File: src/rtl/franco_xor_pkg.sv
// Shared state encoding, default widths and the key-repeat helper for the XOR cipher receiver.
// Pure declarations: no latency, no flow control.
package franco_xor_pkg;

    localparam int DEF_KEY_SIZE = 4;
    localparam int DEF_MSG_SIZE = 8;

    typedef enum logic [1:0] {
        S_NOKEY   = 2'd0,
        S_LOADKEY = 2'd1,
        S_READY   = 2'd2,
        S_RECV    = 2'd3
    } state_e;

    function automatic logic [DEF_MSG_SIZE-1:0] repeat_key(input logic [DEF_KEY_SIZE-1:0] key);
        return {DEF_MSG_SIZE/DEF_KEY_SIZE{key}};
    endfunction

endpackage

File: src/rtl/franco_xor_shift_in.sv
// Serial-in MSB-first shift register with bit counter; oDone flags the WIDTH-th bit combinationally.
// oNext holds the full word including the current bit, so the caller captures it on the same edge; no backpressure.
module franco_xor_shift_in #(
    parameter int WIDTH = 8
) (
    input  logic             iClk,
    input  logic             iRst,
    input  logic             iEn,
    input  logic             iClr,
    input  logic             iBitVld,
    input  logic             iBit,
    output logic [WIDTH-1:0] oNext,
    output logic             oDone
);
    localparam int CW = $clog2(WIDTH + 1);

    // Only WIDTH-1 bits are stored: the last bit of a word is consumed straight from oNext.
    logic [WIDTH-2:0] shiftReg;
    logic [CW-1:0]    bitCount;

    assign oNext = {shiftReg, iBit};
    assign oDone = iEn && !iClr && iBitVld && (bitCount == CW'(WIDTH - 1));

    always_ff @(posedge iClk or negedge iRst) begin
        if (!iRst) begin
            shiftReg <= '0;
            bitCount <= '0;
        end else if (iEn) begin
            if (iClr) begin
                shiftReg <= '0;
                bitCount <= '0;
            end else if (iBitVld) begin
                shiftReg <= oNext[WIDTH-2:0];
                bitCount <= oDone ? '0 : bitCount + 1'b1;
            end
        end
    end

endmodule

File: src/rtl/franco_xor_decrypt_rx.sv
// Serial XOR cipher receiver: loads a key, captures ciphertext frames, emits plaintext with a 1-cycle oValid.
// Plaintext appears the cycle after the last ciphertext bit; no backpressure, frames may run back-to-back.
module franco_xor_decrypt_rx
    import franco_xor_pkg::*;
#(
    parameter int KEY_SIZE = DEF_KEY_SIZE,
    parameter int MSG_SIZE = DEF_MSG_SIZE
) (
    input  logic                iClk,
    input  logic                iRst,
    input  logic                iEn,
    input  logic                iData_in,
    input  logic                iLoad_key,
    input  logic                iValid,
    output logic [MSG_SIZE-1:0] oPlaintext,
    output logic                oValid,
    output logic                oKey_ready,
    output logic                oBusy,
    output logic                oDrop
);
    state_e                state;
    logic                  loadDone;
    logic [KEY_SIZE-1:0]   keyReg;
    logic [KEY_SIZE-1:0]   keyNext;
    logic [MSG_SIZE-1:0]   frameNext;
    logic [MSG_SIZE-1:0]   keyRep;
    logic                  keyDone;
    logic                  frameDone;
    logic                  frameBitVld;

    assign frameBitVld = iValid && (state == S_READY || state == S_RECV);

    // loadDone masks key bits that keep arriving after a complete key until iLoad_key falls.
    franco_xor_shift_in #(.WIDTH(KEY_SIZE)) uKeyShift (
        .iClk    (iClk),
        .iRst    (iRst),
        .iEn     (iEn),
        .iClr    (!iLoad_key),
        .iBitVld (iLoad_key && !loadDone),
        .iBit    (iData_in),
        .oNext   (keyNext),
        .oDone   (keyDone)
    );

    franco_xor_shift_in #(.WIDTH(MSG_SIZE)) uFrameShift (
        .iClk    (iClk),
        .iRst    (iRst),
        .iEn     (iEn),
        .iClr    (iLoad_key),
        .iBitVld (frameBitVld),
        .iBit    (iData_in),
        .oNext   (frameNext),
        .oDone   (frameDone)
    );

    generate
        if (KEY_SIZE == DEF_KEY_SIZE && MSG_SIZE == DEF_MSG_SIZE) begin : gRepPkg
            assign keyRep = repeat_key(keyReg);
        end else begin : gRepLocal
            assign keyRep = {MSG_SIZE/KEY_SIZE{keyReg}};
        end
    endgenerate

    always_ff @(posedge iClk or negedge iRst) begin
        if (!iRst) begin
            state      <= S_NOKEY;
            loadDone   <= 1'b0;
            keyReg     <= '0;
            oPlaintext <= '0;
            oValid     <= 1'b0;
            oKey_ready <= 1'b0;
            oBusy      <= 1'b0;
            oDrop      <= 1'b0;
        end else begin
            oValid <= 1'b0;
            if (iEn) begin
                if (iLoad_key) begin
                    // Key load wins over ciphertext: any frame in progress is abandoned.
                    oBusy <= 1'b0;
                    if (iValid) oDrop <= 1'b1;
                    if (keyDone) begin
                        keyReg     <= keyNext;
                        oKey_ready <= 1'b1;
                        oDrop      <= 1'b0;
                        loadDone   <= 1'b1;
                        state      <= S_READY;
                    end else if (!loadDone) begin
                        state <= S_LOADKEY;
                    end
                end else begin
                    loadDone <= 1'b0;
                    unique case (state)
                        S_NOKEY: begin
                            if (iValid) oDrop <= 1'b1;
                        end
                        S_LOADKEY: begin
                            if (iValid) oDrop <= 1'b1;
                            state <= oKey_ready ? S_READY : S_NOKEY;
                        end
                        S_READY, S_RECV: begin
                            if (frameDone) begin
                                oPlaintext <= frameNext ^ keyRep;
                                oValid     <= 1'b1;
                                oBusy      <= 1'b0;
                                state      <= S_READY;
                            end else if (iValid) begin
                                oBusy <= 1'b1;
                                state <= S_RECV;
                            end
                        end
                        default: state <= S_NOKEY;
                    endcase
                end
            end
        end
    end

endmodule

File: config.mk
export PLATFORM = sky130hd
export DESIGN_NAME = franco_xor_decrypt_rx
export DESIGN_NICKNAME = d
export VERILOG_FILES = /design/src/rtl/franco_xor_pkg.sv /design/src/rtl/franco_xor_shift_in.sv /design/src/rtl/franco_xor_decrypt_rx.sv
export SDC_FILE = /design/constraint.sdc
export NUM_CORES = 1
export LEC_CHECK = 0
export CORE_MARGIN = 2
export CORE_UTILIZATION = 30
export DETAILED_ROUTE_END_ITERATION = 10
export GPL_TIMING_DRIVEN = 0
export PLACE_DENSITY = 0.52
export SYNTH_ARGS = -nofsm -noshare
export SYNTH_HDL_FRONTEND = slang
export SYNTH_SLANG_ARGS = --single-unit
File: constraint.sdc
create_clock -name iClk -period 1.5 [get_ports iClk]
set_input_delay 0.225 -clock iClk [delete_from_list [all_inputs] [get_ports iClk]]
set_output_delay 0.225 -clock iClk [all_outputs]
set_load 0.005 [all_outputs]
==> impl_metrics.py <==
metrics = {
    "cts": {
        "path_clk_slew_ps": 70,
        "cts_root_buf": "clkbuf_8",
        "cts_sinks": 36,
        "ctsHtreeMaxLevel": 2,
        "insertion_delay_ps": 280,
        "cts_tree": "done",
        "cts_buffers": 5,
        "clk_path_buf_depth": 2,
    },
    "yosys": {
        "syn-num-nets": 144,
        "synthMuxAreaShare": 0.0286,
        "yosys.area_share.simple": 0.113,
        "ys_seq_area_frac": 0.572,
        "synth-seq-cells": 36,
        "synth.avg_cell_area_um2": 11.6,
        "synth_area_um2": 1570,
        "synth_cell_types": 32,
        "synth_xor_area_frac": 0.0445,
        "synth_adder_area_share": 0.0159,
        "synthCells": 136,
        "ys_warn_count": 0,
        "synth_top_family_by_area": "compound AO/OA/AOI/OAI gates",
        "synth_compound_area_frac": 0.192,
    },
    "power": {
        "cell_internal_pwr_w": 0.00170,
        "p_leak_nw": 0.956,
        "seqPwrFrac": 0.513,
        "clkPwrFrac": 0.308,
        "total_power_w": 0.00233,
        "comb_power_share": 0.179,
        "p_per_area_nw_per_um2": 1140,
        "ir_drop_v": 0.000761,
        "netSwitchingFraction": 0.273,
        "switchingPower_w": 0.000636,
    },
    "worst_setup_path": {
        "cpMaxStageDelayCell": "dfrtp_1",
        "critical-path-top-delay-family": "flip-flops",
        "worstPathArrival_ps": 1630,
        "cp-end-kind": "register",
        "crit_path_cell_trace": "ha_2 -> and4bb_2 -> nand2_4 -> mux2_2",
        "cp_num_buf_inv": 0,
        "start_kind": "register",
        "crit_required_ps": 1670,
        "crit_fanout": 7,
        "max_stage_delay_ps": 410,
        "r2r_slack_ps": 50,
        "critPathKind": "reg2reg",
    },
    "detailed_routing": {
        "drc": 0,
        "vias": 1185,
        "viasPerCell": 4.92,
        "drt_wl_total_mm": 3.20,
        "post_drt_wl_per_cell_um": 13.3,
        "first_pass_iters": 5,
        "drtAntennaViolNets": 0,
        "drtIter0Drc": 62,
    },
    "timing": {
        "maxSlewHeadroom": 0.484,
        "clock.fmax_ghz": 0.687,
        "fin_tns_setup_ps": 0,
        "slew_viol_final": 0,
        "setup_viol": 0,
        "hold_viol_final": 0,
        "fin_crit_sh": 0.970,
        "tightest_slew_ps": 774,
        "fin_crit_ps": 1450,
        "skew_ps": 1.85,
    },
    "placement": {
        "portBuffers": 17,
        "dp_hpwl_mm": 2.08,
        "gp_congestion": 0.788,
        "place_area_um2": 1830,
    },
    "finish": {
        "regArea_um2": 902,
        "layout-drive-gt1-share": 0.193,
        "diodes": 0,
        "fin_util": 0.402,
        "area_delta_synth_final_pct": 29.5,
        "fill_cells": 506,
        "final_nets": 178,
        "final_area_um2": 2040,
        "multi_input_area_um2": 638,
    },
    "hold_path": {
        "min_path_type": "in2async",
    },
    "die": {
        "rows": 26,
        "die_x_um": 76.4,
        "pin_count": 18,
        "die_area_um2": 5840,
        "start_util": 0.310,
        "die_h_um": 76.4,
        "core-area_um2": 5070,
    },
    "global_route": {
        "track_usage": 0.118,
        "antenna_found_initial": 0,
        "grt_pass1_wl_mm": 5.58,
        "gr-total-overflow": 0,
        "first_global_vias": 1179,
        "grt_start_max_net_pins": 37,
    },
    "status": {
        "outcome": "finished clean",
    },
    "flow_run": {
        "drv_cap": 0,
    },
}
cell usage in the layout (no fill, tap or decap), drive strengths merged:
| cell | n |
|---|---|
| a21boi | 1 |
| nand2 | 16 |
| ha | 2 |
| a22oi | 2 |
| clkinvlp | 1 |
| inv | 4 |
| nor3 | 2 |
| nand4b | 1 |
| o2bb2ai | 2 |
| xnor2 | 8 |
| dlymetal6s2s | 3 |
| nand3 | 3 |
| clkdlybuf4s50 | 13 |
| nor2 | 2 |
| nand3b | 1 |
| or3 | 1 |
| clkbuf | 9 |
| o21a | 1 |
| dfrtp | 36 |
| a22o | 14 |
| nor2b | 2 |
| a21oi | 3 |
| and4b | 1 |
| o2111ai | 1 |
| mux2 | 4 |
| a31oi | 4 |
| buf | 15 |
| nand2b | 1 |
| o21ai | 15 |
| and4bb | 1 |
| a21o | 1 |
| nand4 | 1 |
layer usage:
metal  up-vias  share of wire  global-route usage
li1        567              -                   -
met1       582           0.47               0.149
met2        29           0.48               0.188
met3         7          0.037              0.0367
met4         0          0.013              0.0491
met5         -              0                   0
per-stage QoR:
stage | std cells | setup slack, ps | hold WS [ps]
6_report | 241 | 45.2 | 13.6
5_1_grt | 241 | -54.1 | 66.9
4_1_cts | 233 | 0.178 | 49.2
3_5_place_dp | 223 | -374 | 356
3_3_place_gp | 223 | -599 | 461
2_1_floorplan | 136 | 35.5 | -70.6
cells by family (layout without fill, tap and decap cells):
kind of cell,after synthesis,in the layout
mux,4,4
buf+inv,10,45
fa+ha+maj,2,2
simple gates,32,32
flops,36,36
compound gates,44,44
xor+xnor,8,8
cells in the mapped netlist:
library cell / count / area share
a21boi_0: 1 / 0.0048
a21o_1: 1 / 0.0048
a21oi_1: 3 / 0.0095
a22o_1: 14 / 0.078
a22oi_1: 2 / 0.0095
a31oi_1: 4 / 0.016
and4b_1: 1 / 0.0064
and4bb_2: 1 / 0.0079
buf_2: 1 / 0.0032
buf_4: 2 / 0.0095
buf_6: 1 / 0.0072
clkbuf_1: 2 / 0.0048
dfrtp_1: 36 / 0.57
ha_1: 2 / 0.016
inv_1: 4 / 0.0095
mux2_2: 4 / 0.029
nand2_1: 16 / 0.038
nand2b_1: 1 / 0.0040
nand3_1: 3 / 0.0095
nand3b_1: 1 / 0.0048
nand4_1: 1 / 0.0040
nand4b_4: 1 / 0.015
nor2_1: 2 / 0.0048
nor2b_1: 2 / 0.0079
nor3_1: 2 / 0.0064
o2111ai_1: 1 / 0.0056
o21a_1: 1 / 0.0048
o21ai_0: 13 / 0.041
o21ai_1: 2 / 0.0064
o2bb2ai_1: 2 / 0.011
or3_1: 1 / 0.0040
xnor2_1: 8 / 0.045
power groups by stage:
stage,combinational [W],sequential [W],clock [W]
3_3_place_gp,0.000377,0.00120,0
3_5_place_dp,0.000383,0.00121,0
2_1_floorplan,0.000256,0.00119,0
5_1_grt,0.000473,0.00121,0.000779
6_report,0.000419,0.00120,0.000718
4_1_cts,0.000392,0.00119,0.000732
registers in the layout (all words and copies together) (netlist names):
signal	count
keyReg	4
loadDone	1
oBusy	1
oDrop	1
oKey_ready	1
oPlaintext	8
oValid	1
state	2
uFrameShift.bitCount	4
uFrameShift.shiftReg	7
uKeyShift.bitCount	3
uKeyShift.shiftReg	3
what timing repair did:
item                       4_1_cts  5_1_grt
gates resized for setup          4       13
pin swaps                        2        1
setup buffers                    2        7
setup endpoints to repair       15       18
hold buffers                     0        0
gates cloned                     0        1
worst register-to-register path, cell delays in order (launching register included):
cell and delay [ps]:
dfrtp_1 410, ha_2 200, and4bb_2 270, nand2_4 130
mux2_2 340
cell type report:
cell class,count,share of cell area
Sequential cell,36,0.443
Multi-Input combinational cell,90,0.313
Timing Repair Buffer,27,0.127
Tap cell,70,0.0430
Clock buffer,7,0.0424
Buffer,6,0.0209
Inverter,4,0.00737
Clock inverter,1,0.00368
final timing paths:
kind	endpoint	start	depth (start not counted)
worst max register to register	keyReg[3]	uKeyShift.bitCount[0]	4
max in group asynchronous	state[1]	iRst	1
worst min-delay path	oPlaintext[2]	iRst	1
worst min register to register	oPlaintext[3]	oPlaintext[3]	2
min in group iClk	uKeyShift.bitCount[2]	iEn	3
worst max-delay path	keyReg[3]	uKeyShift.bitCount[0]	4
(Power assumes the default switching activity.)
